**config.mk**
```make
export PLATFORM = sky130hd
export DESIGN_NAME = sdp_cmux_src_arb_flat
export DESIGN_NICKNAME = d
export VERILOG_FILES = /design/src/rtl/sdp_cmux_src_arb_if.sv /design/src/rtl/sdp_cmux_src_arb.sv /design/src/flat_wrapper.sv
export SDC_FILE = /design/constraint.sdc
export NUM_CORES = 1
export LEC_CHECK = 0
export CAP_MARGIN = 5
export CORE_AREA = 2 2 616 618
export DETAILED_ROUTE_END_ITERATION = 7
export DIE_AREA = 0 0 618 620
export MAX_ROUTING_LAYER = met4
export PLACE_DENSITY_LB_ADDON = 0.2
export SLEW_MARGIN = 20
export SYNTH_ARGS = -nofsm -noshare
export SYNTH_HDL_FRONTEND = slang
export SYNTH_SLANG_ARGS = --single-unit
```
**constraint.sdc**
```tcl
create_clock -name nvdla_core_clk -period 17.3 [get_ports nvdla_core_clk]
set_input_delay 3.46 -clock nvdla_core_clk [delete_from_list [all_inputs] [get_ports nvdla_core_clk]]
set_output_delay 3.46 -clock nvdla_core_clk [all_outputs]
set_load 0.01 [all_outputs]
```
**src/rtl/sdp_cmux_src_arb_if.sv**
```systemverilog
// Handshake bundle between the two packet sources, the arbiter and the SDP datapath.
interface sdp_cmux_src_arb_if #(parameter int DW = 512);
  logic          src0_valid;
  logic          src0_ready;
  logic [DW-1:0] src0_pd;
  logic          src0_last;
  logic          src1_valid;
  logic          src1_ready;
  logic [DW-1:0] src1_pd;
  logic          src1_last;
  logic          dp_valid;
  logic          dp_ready;
  logic [DW-1:0] dp_pd;
  logic          dp_last;
  logic          dp_src;

  modport master (
    output src0_valid, src0_pd, src0_last,
    output src1_valid, src1_pd, src1_last,
    output dp_ready,
    input  src0_ready, src1_ready,
    input  dp_valid, dp_pd, dp_last, dp_src
  );

  modport slave (
    input  src0_valid, src0_pd, src0_last,
    input  src1_valid, src1_pd, src1_last,
    input  dp_ready,
    output src0_ready, src1_ready,
    output dp_valid, dp_pd, dp_last, dp_src
  );
endinterface

```
**src/rtl/sdp_cmux_src_arb.sv**
```systemverilog
// Packet-locked two-source arbiter (CACC flying stream vs DMA read stream) feeding
// a one-deep registered output stage toward the SDP datapath.
module sdp_cmux_src_arb #(
  parameter int DW   = 512,
  parameter int CNTW = 16
) (
  input  logic                nvdla_core_clk,
  input  logic                nvdla_core_rst,
  input  logic [1:0]          cfg_mode,
  sdp_cmux_src_arb_if.slave   bus,
  output logic [CNTW-1:0]     pkt_cnt,
  output logic                idle
);

  typedef enum logic [1:0] {IDLE = 2'd0, LOCK0 = 2'd1, LOCK1 = 2'd2} state_t;

  state_t        state, state_nxt;
  logic          rr_ptr, rr_nxt;
  logic          gnt_vld, gnt_id;
  logic          acc, take, sel_last;
  logic [DW-1:0] sel_pd;
  logic          vld_p0, last_p0, src_p0;
  logic [DW-1:0] pd_p0;

  function automatic logic [CNTW-1:0] sat_inc(input logic [CNTW-1:0] v);
    return (&v) ? v : v + {{(CNTW-1){1'b0}}, 1'b1};
  endfunction

  // Grant selection: policy applies only in IDLE, a lock pins the grant until last
  always_comb begin
    gnt_vld = 1'b0;
    gnt_id  = 1'b0;
    case (state)
      LOCK0: gnt_vld = 1'b1;
      LOCK1: begin
        gnt_vld = 1'b1;
        gnt_id  = 1'b1;
      end
      default: begin
        case (cfg_mode)
          2'd0: begin
            if (bus.src0_valid && bus.src1_valid) begin
              gnt_vld = 1'b1;
              gnt_id  = rr_ptr;
            end else if (bus.src0_valid) begin
              gnt_vld = 1'b1;
            end else if (bus.src1_valid) begin
              gnt_vld = 1'b1;
              gnt_id  = 1'b1;
            end
          end
          2'd1: begin
            if (bus.src0_valid) begin
              gnt_vld = 1'b1;
            end else if (bus.src1_valid) begin
              gnt_vld = 1'b1;
              gnt_id  = 1'b1;
            end
          end
          2'd2: gnt_vld = bus.src0_valid;
          default: begin
            gnt_vld = bus.src1_valid;
            gnt_id  = 1'b1;
          end
        endcase
      end
    endcase
  end

  assign acc            = !vld_p0 || bus.dp_ready;
  assign bus.src0_ready = !nvdla_core_rst && acc && gnt_vld && !gnt_id;
  assign bus.src1_ready = !nvdla_core_rst && acc && gnt_vld && gnt_id;
  assign take           = gnt_id ? (bus.src1_ready && bus.src1_valid)
                                 : (bus.src0_ready && bus.src0_valid);
  assign sel_pd         = gnt_id ? bus.src1_pd : bus.src0_pd;
  assign sel_last       = gnt_id ? bus.src1_last : bus.src0_last;

  always_comb begin
    state_nxt = state;
    rr_nxt    = rr_ptr;
    if (take) begin
      if (sel_last) begin
        state_nxt = IDLE;
        rr_nxt    = !gnt_id;
      end else begin
        state_nxt = gnt_id ? LOCK1 : LOCK0;
      end
    end
  end

  always_ff @(posedge nvdla_core_clk) begin
    if (nvdla_core_rst) begin
      state  <= IDLE;
      rr_ptr <= 1'b0;
    end else begin
      state  <= state_nxt;
      rr_ptr <= rr_nxt;
    end
  end

  // Stage p0: registered output beat, refilled whenever the downstream slot frees up
  always_ff @(posedge nvdla_core_clk) begin
    if (nvdla_core_rst) begin
      vld_p0  <= 1'b0;
      last_p0 <= 1'b0;
      src_p0  <= 1'b0;
    end else if (acc) begin
      vld_p0 <= take;
      if (take) begin
        last_p0 <= sel_last;
        src_p0  <= gnt_id;
      end
    end
  end

  always_ff @(posedge nvdla_core_clk) begin
    if (acc && take) begin
      pd_p0 <= sel_pd;
    end
  end

  always_ff @(posedge nvdla_core_clk) begin
    if (nvdla_core_rst) begin
      pkt_cnt <= '0;
    end else if (vld_p0 && bus.dp_ready && last_p0) begin
      pkt_cnt <= sat_inc(pkt_cnt);
    end
  end

  assign bus.dp_valid = vld_p0;
  assign bus.dp_pd    = pd_p0;
  assign bus.dp_last  = last_p0;
  assign bus.dp_src   = src_p0;
  assign idle         = nvdla_core_rst || (state == IDLE && !vld_p0);

endmodule
```
**src/flat_wrapper.sv**
```systemverilog
// flat-port wrapper written by rule: the top's interface ports become plain ports
module sdp_cmux_src_arb_flat 
#(
  parameter int DW   = 512,
  parameter int CNTW = 16
)
  (nvdla_core_clk, nvdla_core_rst, cfg_mode, pkt_cnt, idle, bus_src0_valid, bus_src0_pd, bus_src0_last, bus_src1_valid, bus_src1_pd, bus_src1_last, bus_dp_ready, bus_src0_ready, bus_src1_ready, bus_dp_valid, bus_dp_pd, bus_dp_last, bus_dp_src);
  sdp_cmux_src_arb_if #(.DW(DW)) bus_i ();
  input  logic nvdla_core_clk;
  input  logic nvdla_core_rst;
  input  logic [1:0] cfg_mode;
  output logic [CNTW-1:0] pkt_cnt;
  output logic idle;
  input wire logic [$bits(bus_i.src0_valid)-1:0] bus_src0_valid;
  input wire logic [$bits(bus_i.src0_pd)-1:0] bus_src0_pd;
  input wire logic [$bits(bus_i.src0_last)-1:0] bus_src0_last;
  input wire logic [$bits(bus_i.src1_valid)-1:0] bus_src1_valid;
  input wire logic [$bits(bus_i.src1_pd)-1:0] bus_src1_pd;
  input wire logic [$bits(bus_i.src1_last)-1:0] bus_src1_last;
  input wire logic [$bits(bus_i.dp_ready)-1:0] bus_dp_ready;
  output wire logic [$bits(bus_i.src0_ready)-1:0] bus_src0_ready;
  output wire logic [$bits(bus_i.src1_ready)-1:0] bus_src1_ready;
  output wire logic [$bits(bus_i.dp_valid)-1:0] bus_dp_valid;
  output wire logic [$bits(bus_i.dp_pd)-1:0] bus_dp_pd;
  output wire logic [$bits(bus_i.dp_last)-1:0] bus_dp_last;
  output wire logic [$bits(bus_i.dp_src)-1:0] bus_dp_src;
  assign bus_i.src0_valid = bus_src0_valid;
  assign bus_i.src0_pd = bus_src0_pd;
  assign bus_i.src0_last = bus_src0_last;
  assign bus_i.src1_valid = bus_src1_valid;
  assign bus_i.src1_pd = bus_src1_pd;
  assign bus_i.src1_last = bus_src1_last;
  assign bus_i.dp_ready = bus_dp_ready;
  assign bus_src0_ready = bus_i.src0_ready;
  assign bus_src1_ready = bus_i.src1_ready;
  assign bus_dp_valid = bus_i.dp_valid;
  assign bus_dp_pd = bus_i.dp_pd;
  assign bus_dp_last = bus_i.dp_last;
  assign bus_dp_src = bus_i.dp_src;
  sdp_cmux_src_arb #(.DW(DW), .CNTW(CNTW)) u_core (.nvdla_core_clk(nvdla_core_clk), .nvdla_core_rst(nvdla_core_rst), .cfg_mode(cfg_mode), .bus(bus_i), .pkt_cnt(pkt_cnt), .idle(idle));
endmodule
```
==> reports/results.txt, run 1 <==
Clock sinks -> 534
TritonRoute pass-1 iters -> 5
CP max-delay cell -> clkdlybuf4s50_1
Post-cts resize count -> 0
R2R cell count -> 11
Hold Vio Cnt, Final -> 0
Tcrit/Tclk final -> 55.47%
Skew final -> 0.04838 ns
Mapped Nets -> 2,267
Endpoints failing setup -> 0
Fmax -> 104.2 MHz
Max-slew violations -> 0
Outcome -> complete, no violations
Pin count of the biggest net entering global routing -> 116
WL per Instance -> 30.80 um
Crit. End Element -> output port
Least-Margin Pin Slew -> 1.086 ns
Hold endpoint -> u_core.pkt_cnt[1]$_SDFFE_PP0P_
DRC errors left -> 0
Crit-path cells -> clkdlybuf4s50_1 -> mux2i_1 -> a211o_1 -> nand2b_1 -> nor3_1 -> clkdlybuf4s50_1
TritonCTS clock tree -> yes
Area growth from synthesis to layout -> 103.3%
Worst R2R Setup Slack -> 11.61 ns
RSZ-0062 raised after global routing -> false
Netlist cell types -> 52
# hold bufs at CTS -> 0
Die Y -> 620 um
Grt total ovfl -> 0
Synth Cell Area -> 0.02366 mm2
Initial antenna violation count -> 307
Synth area leaders -> edfxtp_1 (65%), mux2_1 (15%), mux2_4 (10%)
Most used DFF post-synth -> edfxtp_1
Max-Cap Viols -> 0
Min-Delay Path Class -> reg -> reg
Clk slew on worst S/H paths -> 0.06 ns
WS Path Type -> in -> out
Synth Warn # -> 0
Mapped Cells -> 1,231
Hold Startpoint -> u_core.pkt_cnt[1]$_SDFFE_PP0P_
CTS root buffer -> clkbuf_16
RR Startpoint -> u_core.state[1]$_SDFFE_PP0P_
Clk_lat worst skew -> 0.82 ns
CP dominant cell by count -> clkdlybuf4s50_1
Synth area leader -> edfxtp_1
FF-to-FF End -> u_core.bus.dp_pd[55]$_DFFE_PP_
FP Rows -> 226
Number of synthesized flops with an enable pin -> 512
Worst-case clock buffer depth -> 4
Count leader, synth -> edfxtp_1
Area after DPL -> 0.04519 mm2
Dpl hpwl -> 218,200 um
Async SR Flop Fraction -> 0%
Post-route ant nets -> 0
Post-CTS setup buffer count -> 0
Final Instance Area -> 0.04811 mm2
Iter 0 DRT Violations -> 834
Slew headroom -> 27.57%
CTS H-tree lvls -> 3
GRT Resource Usage Total -> 12.69%
Die Area -> 0.3832 mm2
Top cells by count, synth -> edfxtp_1 (512), mux2_1 (315), mux2_4 (160)
Setup TNS -> 0 ns
Total leakage power -> 15.55 nW
Critical Path RT -> 13.84 ns
Max VDD drop -> 0.06517 mV
Slowest stage delay, CP -> 0.81 ns
GP Congestion -> 0.8390
First-pass GRT wire length -> 289,500 um
Number of synthesized register bits -> 534
WP data arrival -> 6.14 ns
Core area -> 0.3772 mm2
Initial Util -> 6.273%
Syn avg cell area -> 19.22 um2
Register area share after synthesis -> 66.84%
Die X -> 618 um
WL final -> 247,100 um
Nets -> 3,881
Min Clock Period, post-route -> 9.596 ns
Total CTS buffers -> 87
Share of the synthesized area in the top cell type -> 64.98%
Buffers on Ports -> 1,566
Critical Path Fanout Max -> 7
Share of layout cells above drive strength 1 -> 11.73%
Vias per inst -> 2.424
Vias in the first global route -> 20,190
Hold path depth -> 2
Top-Level Pins -> 1,567
Vias -> 19,450
Crit start category -> primary input
Power Dens Cells -> 87.69 mW/mm2
==> power by group <==
part / total [W] / switching [W] / internal (W)
clock: 0.00177 / 0.000744 / 0.00102
combinational: 0.000865 / 0.000376 / 0.000489
sequential: 0.00159 / 0.0000364 / 0.00155
==> worst max path at each step <==
stage | from | endpoint | cells past startpoint
6_report | bus_src0_valid | bus_src0_ready | 6
5_1_grt | bus_src0_valid | bus_src0_ready | 6
4_1_cts | bus_src0_valid | bus_src0_ready | 6
3_5_place_dp | bus_src0_valid | bus_src0_ready | 6
3_3_place_gp | bus_src0_valid | bus_src0_ready | 6
2_1_floorplan | cfg_mode[1] | u_core.bus.dp_pd[0]$_DFFE_PP_ | 3
==> flip-flops by register name (all words and copies together) (netlist names) <==
signal               cells
u_core.bus.dp_last       1
u_core.bus.dp_pd       512
u_core.bus.dp_src        1
u_core.bus.dp_valid      1
u_core.pkt_cnt          16
u_core.rr_ptr            1
u_core.state             2
==> worst max-delay path: cells and delay by family <==
kind / cells / cell delay (ns)
buffers and inverters: 2 / 1.48
and+or+nand+nor: 2 / 0.65
AOI/OAI and AO/OA: 1 / 0.35
muxes: 1 / 0.18
==> logic make-up (layout without fill, tap and decap cells) <==
group                      count (synthesis)  after routing  share of synthesized area (%)
AOI/OAI and AO/OA                         40             40                          1.322
adders and majority gates                  3              3                         0.1587
buffers and inverters                     66           1742                          2.723
DFF                                      534            534                          66.84
muxes                                    517            517                          27.13
other                                      0            101                              0
and+or+nand+nor                           71             71                          1.824
==> area by class of cell <==
| class | instances | area [um2] |
|---|---|---|
| Inverter | 7 | 26.28 |
| Antenna cell | 101 | 252.7 |
| Sequential cell | 534 | 15820 |
| Fill cell | 42450 | 329100 |
| Multi-Input combinational cell | 631 | 7209 |
| Clock buffer | 104 | 2241 |
| Timing Repair Buffer | 1584 | 15860 |
| Clock inverter | 47 | 434.2 |
| Tap cell | 5016 | 6276 |
==> cells in the final DEF, fill, tap and decap left out, types with 4 or more instances in the layout <==
cell / synthesis / routed
mux2_4: 160 / 160
mux2_2: 40 / 40
diode_2: 0 / 101
clkdlybuf4s50_1: 0 / 1566
nor2b_1: 6 / 5
nand3_1: 6 / 6
nand4_1: 6 / 6
nand2b_1: 4 / 4
mux2_1: 315 / 315
clkbuf_1: 1 / 17
clkbuf_16: 0 / 87
nand2_1: 10 / 10
nor2_1: 10 / 10
clkinv_1: 0 / 19
inv_1: 7 / 7
a21oi_1: 9 / 9
buf_4: 0 / 14
and2_1: 4 / 4
or4_1: 4 / 4
buf_12: 0 / 4
clkinv_2: 0 / 11
bufinv_16: 0 / 7
dfxtp_1: 22 / 22
clkinvlp_4: 0 / 4
nor3_1: 4 / 4
edfxtp_1: 512 / 512
or3_1: 4 / 4
o31ai_1: 5 / 5
==> metal layers <==
layer  global-route usage (%)  up-vias  wire length, um
met3                    7.349      443            31210
met1                    12.46     9455            87490
met5                        -        -                0
met2                    21.70     1266           121800
li1                         -     8285                -
met4                    2.579        0             6584
==> metrics by stage <==
stage | instances | hold WS (ns) | util, % | power, W | setup slack [ns]
2_1_floorplan | 1231 | 0.4657 | - | 0.001976 | -0.7381
3_3_place_gp | 7772 | 0.5036 | 11.98 | 0.002502 | 7.625
3_5_place_dp | 7772 | 0.5164 | 11.98 | 0.002502 | 7.627
4_1_cts | 7923 | 0.5254 | 12.69 | 0.004361 | 7.598
5_1_grt | 8018 | 0.5503 | 12.75 | 0.004405 | 7.539
6_report | 8024 | 0.5201 | 12.76 | 0.004219 | 7.704
Power figures use the tool's default switching activity.
==> run 2: changes to the inputs <==
- CORE_AREA: 2 2 616 618 -> 2 2 617 619
- DIE_AREA: 0 0 618 620 -> 0 0 619 621
- clock period: 17.3 -> 9.58 ns (I/O delays scaled with it)
==> run 2 against run 1 <==
Die area increased by 0.32%. Core utilization about the same. Critical path depth unchanged. Final area increased by 0.14%. Routed wire length increased by 3.0%. Via count increased by 1.1%. Sequential power increased by 80%. Clock power increased by 79%. Combinational power increased by 82%. Clock skew decreased by 0.0088 ns.
==> reports/results.txt, run 2 (synthesis results as in run 1) <==
Pin count of the biggest net entering global routing -> 140
Max reg flops -> 512
Critical Path Fanout Max -> 7
Hold Vio Cnt, Final -> 0
Max-Cap Viols -> 0
Initial antenna violation count -> 321
Fmax -> 149.8 MHz
Crit. End Element -> output port
TritonRoute pass-1 iters -> 5
Vias in the first global route -> 20,190
# hold bufs at CTS -> 0
Skew final -> 0.03962 ns
Outcome -> complete, no violations
Area growth from synthesis to layout -> 103.6%
Grt met2 use -> 22.81%
Place WS -> 2.798 ns
Dpl hpwl -> 225,700 um
WS Path Type -> in -> out
Die Y -> 621 um
Tcrit/Tclk final -> 69.68%
Endpoints failing setup -> 0
Non-filler cells, final -> 8,046
Min Clock Period, post-route -> 6.675 ns
Most frequent cells in the layout -> clkdlybuf4s50_1 (1,566), edfxtp_1 (512), mux2_1 (315), mux2_4 (160), clkbuf_16 (88)
DRC errors left -> 0
Share of layout cells above drive strength 1 -> 11.52%
First-pass GRT wire length -> 300,100 um
CTS H-tree lvls -> 3
Total leakage power -> 15.53 nW
Global routing usage on met3 -> 6.220%
Initial Util -> 6.263%
Final Instance Area -> 0.04818 mm2
Power Dens Cells -> 157.7 mW/mm2
Max-slew violations -> 0
Max VDD drop -> 0.1242 mV
CTS root buffer -> clkbuf_16
Post-route ant nets -> 0
Nets -> 3,882
Commonest non-fill, non-tap cell in the layout -> clkdlybuf4s50_1
Min-Delay Path Class -> reg -> reg
TritonCTS clock tree -> yes
Grt total ovfl -> 0
GRT Resource Usage Total -> 13.14%
Post-CTS setup buffer count -> 0
CP dominant cell by count -> clkdlybuf4s50_1
Final Core Density -> 12.75%
Die Area -> 0.3844 mm2
FP Rows -> 226
Clk_lat worst skew -> 0.82 ns
Layer with the highest usage -> met2
Crit start category -> primary input
Core area -> 0.3778 mm2
CP max-delay cell -> clkdlybuf4s50_1
Clock sinks -> 534
Post-cts resize count -> 0
Area after DPL -> 0.04521 mm2
Grt met1 use -> 13.32%
Slowest stage delay, CP -> 0.74 ns
Least-Margin Pin Slew -> 1.112 ns
Slew headroom -> 25.88%
Clk slew on worst S/H paths -> 0.05 ns
WL per Instance -> 31.63 um
Iter 0 DRT Violations -> 1,021
Vias per inst -> 2.445
Hold_ws -> 0.5113 ns
Vias -> 19,670
Top-Level Pins -> 1,567
RSZ-0062 raised after global routing -> false
WL final -> 254,500 um
Die X -> 619 um
Worst-case clock buffer depth -> 4
WP data arrival -> 4.76 ns
Buffers on Ports -> 1,566
Total CTS buffers -> 88
Final worst slack -> 2.905 ns
Crit-path cells -> clkdlybuf4s50_1 -> mux2i_1 -> a211o_1 -> nand2b_1 -> nor3_1 -> clkdlybuf4s50_1
GP Congestion -> 0.9628
Placed Cells -> 7,772
Critical Path RT -> 7.66 ns
[run 2: cell count changes in the layout (fill, tap and decap cells not counted), moves of 2 or more]
cell,delta
diode_2,+22
clkbuf_1,+14
clkinv_1,-8
clkinv_2,-6
buf_12,+2
buf_4,-2
bufinv_16,-2
[run 2: critical path: cells and delay by family]
family          cells  cell delay (ns)
simple gates        2             0.87
compound gates      1             0.35
buf+inv             2             1.43
mux                 1             0.18
[run 2: through the flow]
step / power (W) / TNS (ns)
after floorplan: 0.003568 / -3566.37
after global placement: 0.004516 / 0
after detailed placement: 0.004521 / 0
after CTS: 0.007846 / 0
after global routing: 0.007937 / 0
final: 0.007600 / 0
[run 2: path summary, 6_finish.rpt]
path	startpoint	endpoint	slack, ns	cells past startpoint
worst min register to register	u_core.state[1]$_SDFFE_PP0P_	u_core.state[1]$_SDFFE_PP0P_	0.51	2
worst min-delay path	u_core.state[1]$_SDFFE_PP0P_	u_core.state[1]$_SDFFE_PP0P_	0.51	2
worst max register to register	u_core.state[1]$_SDFFE_PP0P_	u_core.bus.dp_pd[322]$_DFFE_PP_	5.34	8
worst max-delay path	bus_src0_valid	bus_src0_ready	2.90	6
[run 2: layout make-up]
class	count	area [um2]
Antenna cell	123	307.8
Clock buffer	119	2318
Clock inverter	32	342.8
Fill cell	42570	329600
Inverter	7	26.28
Multi-Input combinational cell	631	7209
Sequential cell	534	15820
Tap cell	5016	6276
Timing Repair Buffer	1584	15890
[run 2: power by group]
part | switching, W | total [W] | leakage [nW] | internal, W
sequential | 0.0000598 | 0.00286 | 4.91 | 0.00280
combinational | 0.000687 | 0.00157 | 9.35 | 0.000883
clock | 0.00134 | 0.00317 | 1.27 | 0.00182
total | 0.00209 | 0.00760 | 15.5 | 0.00551
[run 2: metal layers]
| layer | part of all wire, % | wire length, um |
|---|---|---|
| met1 | 36 | 91000 |
| met2 | 50 | 127900 |
| met3 | 11 | 29200 |
| met4 | 2.5 | 6313 |
| met5 | 0 | 0 |
==> run 3: changes to the inputs <==
- CORE_AREA: 2 2 617 619 -> 2 2 616 618
- DIE_AREA: 0 0 619 621 -> 0 0 618 620
- clock period: 9.58 -> 5.4 ns (I/O delays scaled with it)
==> run 3 against run 2 <==
Cell count shrank 0.12%. Register-to-register slack lost 3.1 ns. Power grew 75%. Global-route usage shrank 0.42 points. Sequential share of layout area is essentially flat.
==> reports/results.txt, run 3 (synthesis results as in run 1) <==
Net Sw Frac -> 27.39%
FF-to-FF End -> u_core.bus.dp_pd[469]$_DFFE_PP_
Die Y -> 620 um
WL final -> 247,500 um
WS Path Type -> in -> out
Max-Cap Viols -> 0
Dpl hpwl -> 219,900 um
Fmax -> 199.3 MHz
Skew final -> 0.03177 ns
Max VDD drop -> 0.2062 mV
Multi-input gate area -> 0.007209 mm2
Post-route ant nets -> 0
Worst-case clock buffer depth -> 4
Total CTS buffers -> 84
Clock sinks -> 534
Nets -> 3,892
Seq pwr share -> 38.3%
Vias in the first global route -> 20,080
P_int -> 0.009638 W
Final Instance Area -> 0.04818 mm2
Sw Pwr -> 0.003635 W
Hold_ws -> 0.5006 ns
Tcrit/Tclk final -> 92.90%
Critical Path Fanout Max -> 7
RR Startpoint -> u_core.state[1]$_SDFFE_PP0P_
Clk_lat worst skew -> 0.81 ns
Combined flip-flop and latch cell area -> 0.01582 mm2
Comb power frac -> 21.2%
First-pass GRT wire length -> 289,500 um
Initial antenna violation count -> 299
DRC errors left -> 0
Total leakage power -> 15.59 nW
Crit. End Element -> output port
Share of layout cells above drive strength 1 -> 11.84%
Area after DPL -> 0.04540 mm2
Clk slew on worst S/H paths -> 0.06 ns
Die X -> 618 um
Grt total ovfl -> 0
Slew headroom -> 26.37%
Final worst slack -> 0.3833 ns
Hold path depth -> 2
Pin count of the biggest net entering global routing -> 135
Max-slew violations -> 0
Post-cts resize count -> 0
Worst R2R Setup Slack -> 2.20 ns
TritonRoute pass-1 iters -> 5
# hold bufs at CTS -> 0
Critical Path RT -> 4.32 ns
WL per Instance -> 30.80 um
Initial Util -> 6.273%
Hold Startpoint -> u_core.state[1]$_SDFFE_PP0P_
Hold endpoint -> u_core.state[1]$_SDFFE_PP0P_
Min Clock Period, post-route -> 5.017 ns
Commonest non-fill, non-tap cell in the layout -> clkdlybuf4s50_1
Post-CTS setup buffer count -> 0
FP Rows -> 226
Most frequent cells in the layout -> clkdlybuf4s50_1 (1,566), edfxtp_1 (512), mux2_1 (315), mux2_4 (160), clkbuf_16 (84)
WP data arrival -> 3.94 ns
Min-Delay Path Class -> reg -> reg
Die Area -> 0.3832 mm2
Vias per inst -> 2.419
Max reg flops -> 512
Core area -> 0.3772 mm2
Outcome -> complete, no violations
TritonCTS clock tree -> yes
CTS root buffer -> clkbuf_16
CTS H-tree lvls -> 3
Endpoints failing setup -> 0
R2R cell count -> 7
Iter 0 DRT Violations -> 893
RSZ-0062 raised after global routing -> false
GRT Resource Usage Total -> 12.72%
Area growth from synthesis to layout -> 103.6%
Crit start category -> primary input
Clock network fraction of total power -> 40.5%
Top-Level Pins -> 1,567
Fillers -> 42,480
Least-Margin Pin Slew -> 1.105 ns
Power Dens Cells -> 275.5 mW/mm2
Vias -> 19,440
Place WS -> 0.2575 ns
Buffers on Ports -> 1,566
Hold Vio Cnt, Final -> 0
GP Congestion -> 0.8435
## run 3: cell count changes in the layout (fill, tap and decap cells not counted), sizes merged
cell,change
diode,-18
buf,+14
clkbuf,-13
clkinv,+10
clkinvlp,-5
inv,+2
## run 3: per-layer routing
layer | vias to the layer above | global-route usage, % | part of all wire [%]
met5 | - | - | 0
met4 | 0 | 3.095 | 2.5
met3 | 415 | 6.112 | 11
met2 | 1283 | 21.58 | 50
met1 | 9445 | 13.19 | 37
li1 | 8295 | - | -
## run 3: worst max-delay path, stage by stage
cell and delay, ns:
clkdlybuf4s50_1 0.65, mux2i_1 0.20, a211o_1 0.35, nand2b_1 0.21
nor3_1 0.60, buf_4 0.23, clkdlybuf4s50_1 0.61
## run 3: worst max path at each step
stage                              start                            end  slack, ns
after detailed placement  bus_src0_valid                 bus_src0_ready       0.26
final                     bus_src0_valid                 bus_src0_ready       0.38
after global placement    bus_src0_valid                 bus_src0_ready       0.22
after floorplan              cfg_mode[1]  u_core.bus.dp_pd[0]$_DFFE_PP_     -10.26
after CTS                 bus_src0_valid                 bus_src0_ready       0.24
after global routing      bus_src0_valid                 bus_src0_ready       0.16
## run 3: per-stage QoR
step                      util (%)   TNS, ns  cells  total power (W)
after CTS                    12.70         0   7931          0.01366
after global placement       12.04         0   7786         0.008055
after global routing         12.77         0   8032          0.01381
after detailed placement     12.04         0   7786         0.008059
final                        12.77         0   8036          0.01327
after floorplan                  -  -5291.88   1231         0.006331
## run 3: area by class of cell
| type | count | area share, % |
|---|---|---|
| Timing Repair Buffer | 1598 | 33.37 |
| Antenna cell | 105 | 0.5454 |
| Inverter | 7 | 0.05454 |
| Clock buffer | 106 | 4.535 |
| Tap cell | 5016 | 13.03 |
| Sequential cell | 534 | 32.83 |
| Clock inverter | 39 | 0.6727 |
| Multi-Input combinational cell | 631 | 14.96 |
## run 3: power by group through the flow
stage	logic [W]	registers [W]	clock network, W
CTS	0.00290	0.00509	0.00567
detailed placement	0.00289	0.00517	0
global placement	0.00288	0.00517	0
floorplan	0.000908	0.00542	0
finish	0.00281	0.00509	0.00537
global route	0.00297	0.00511	0.00573
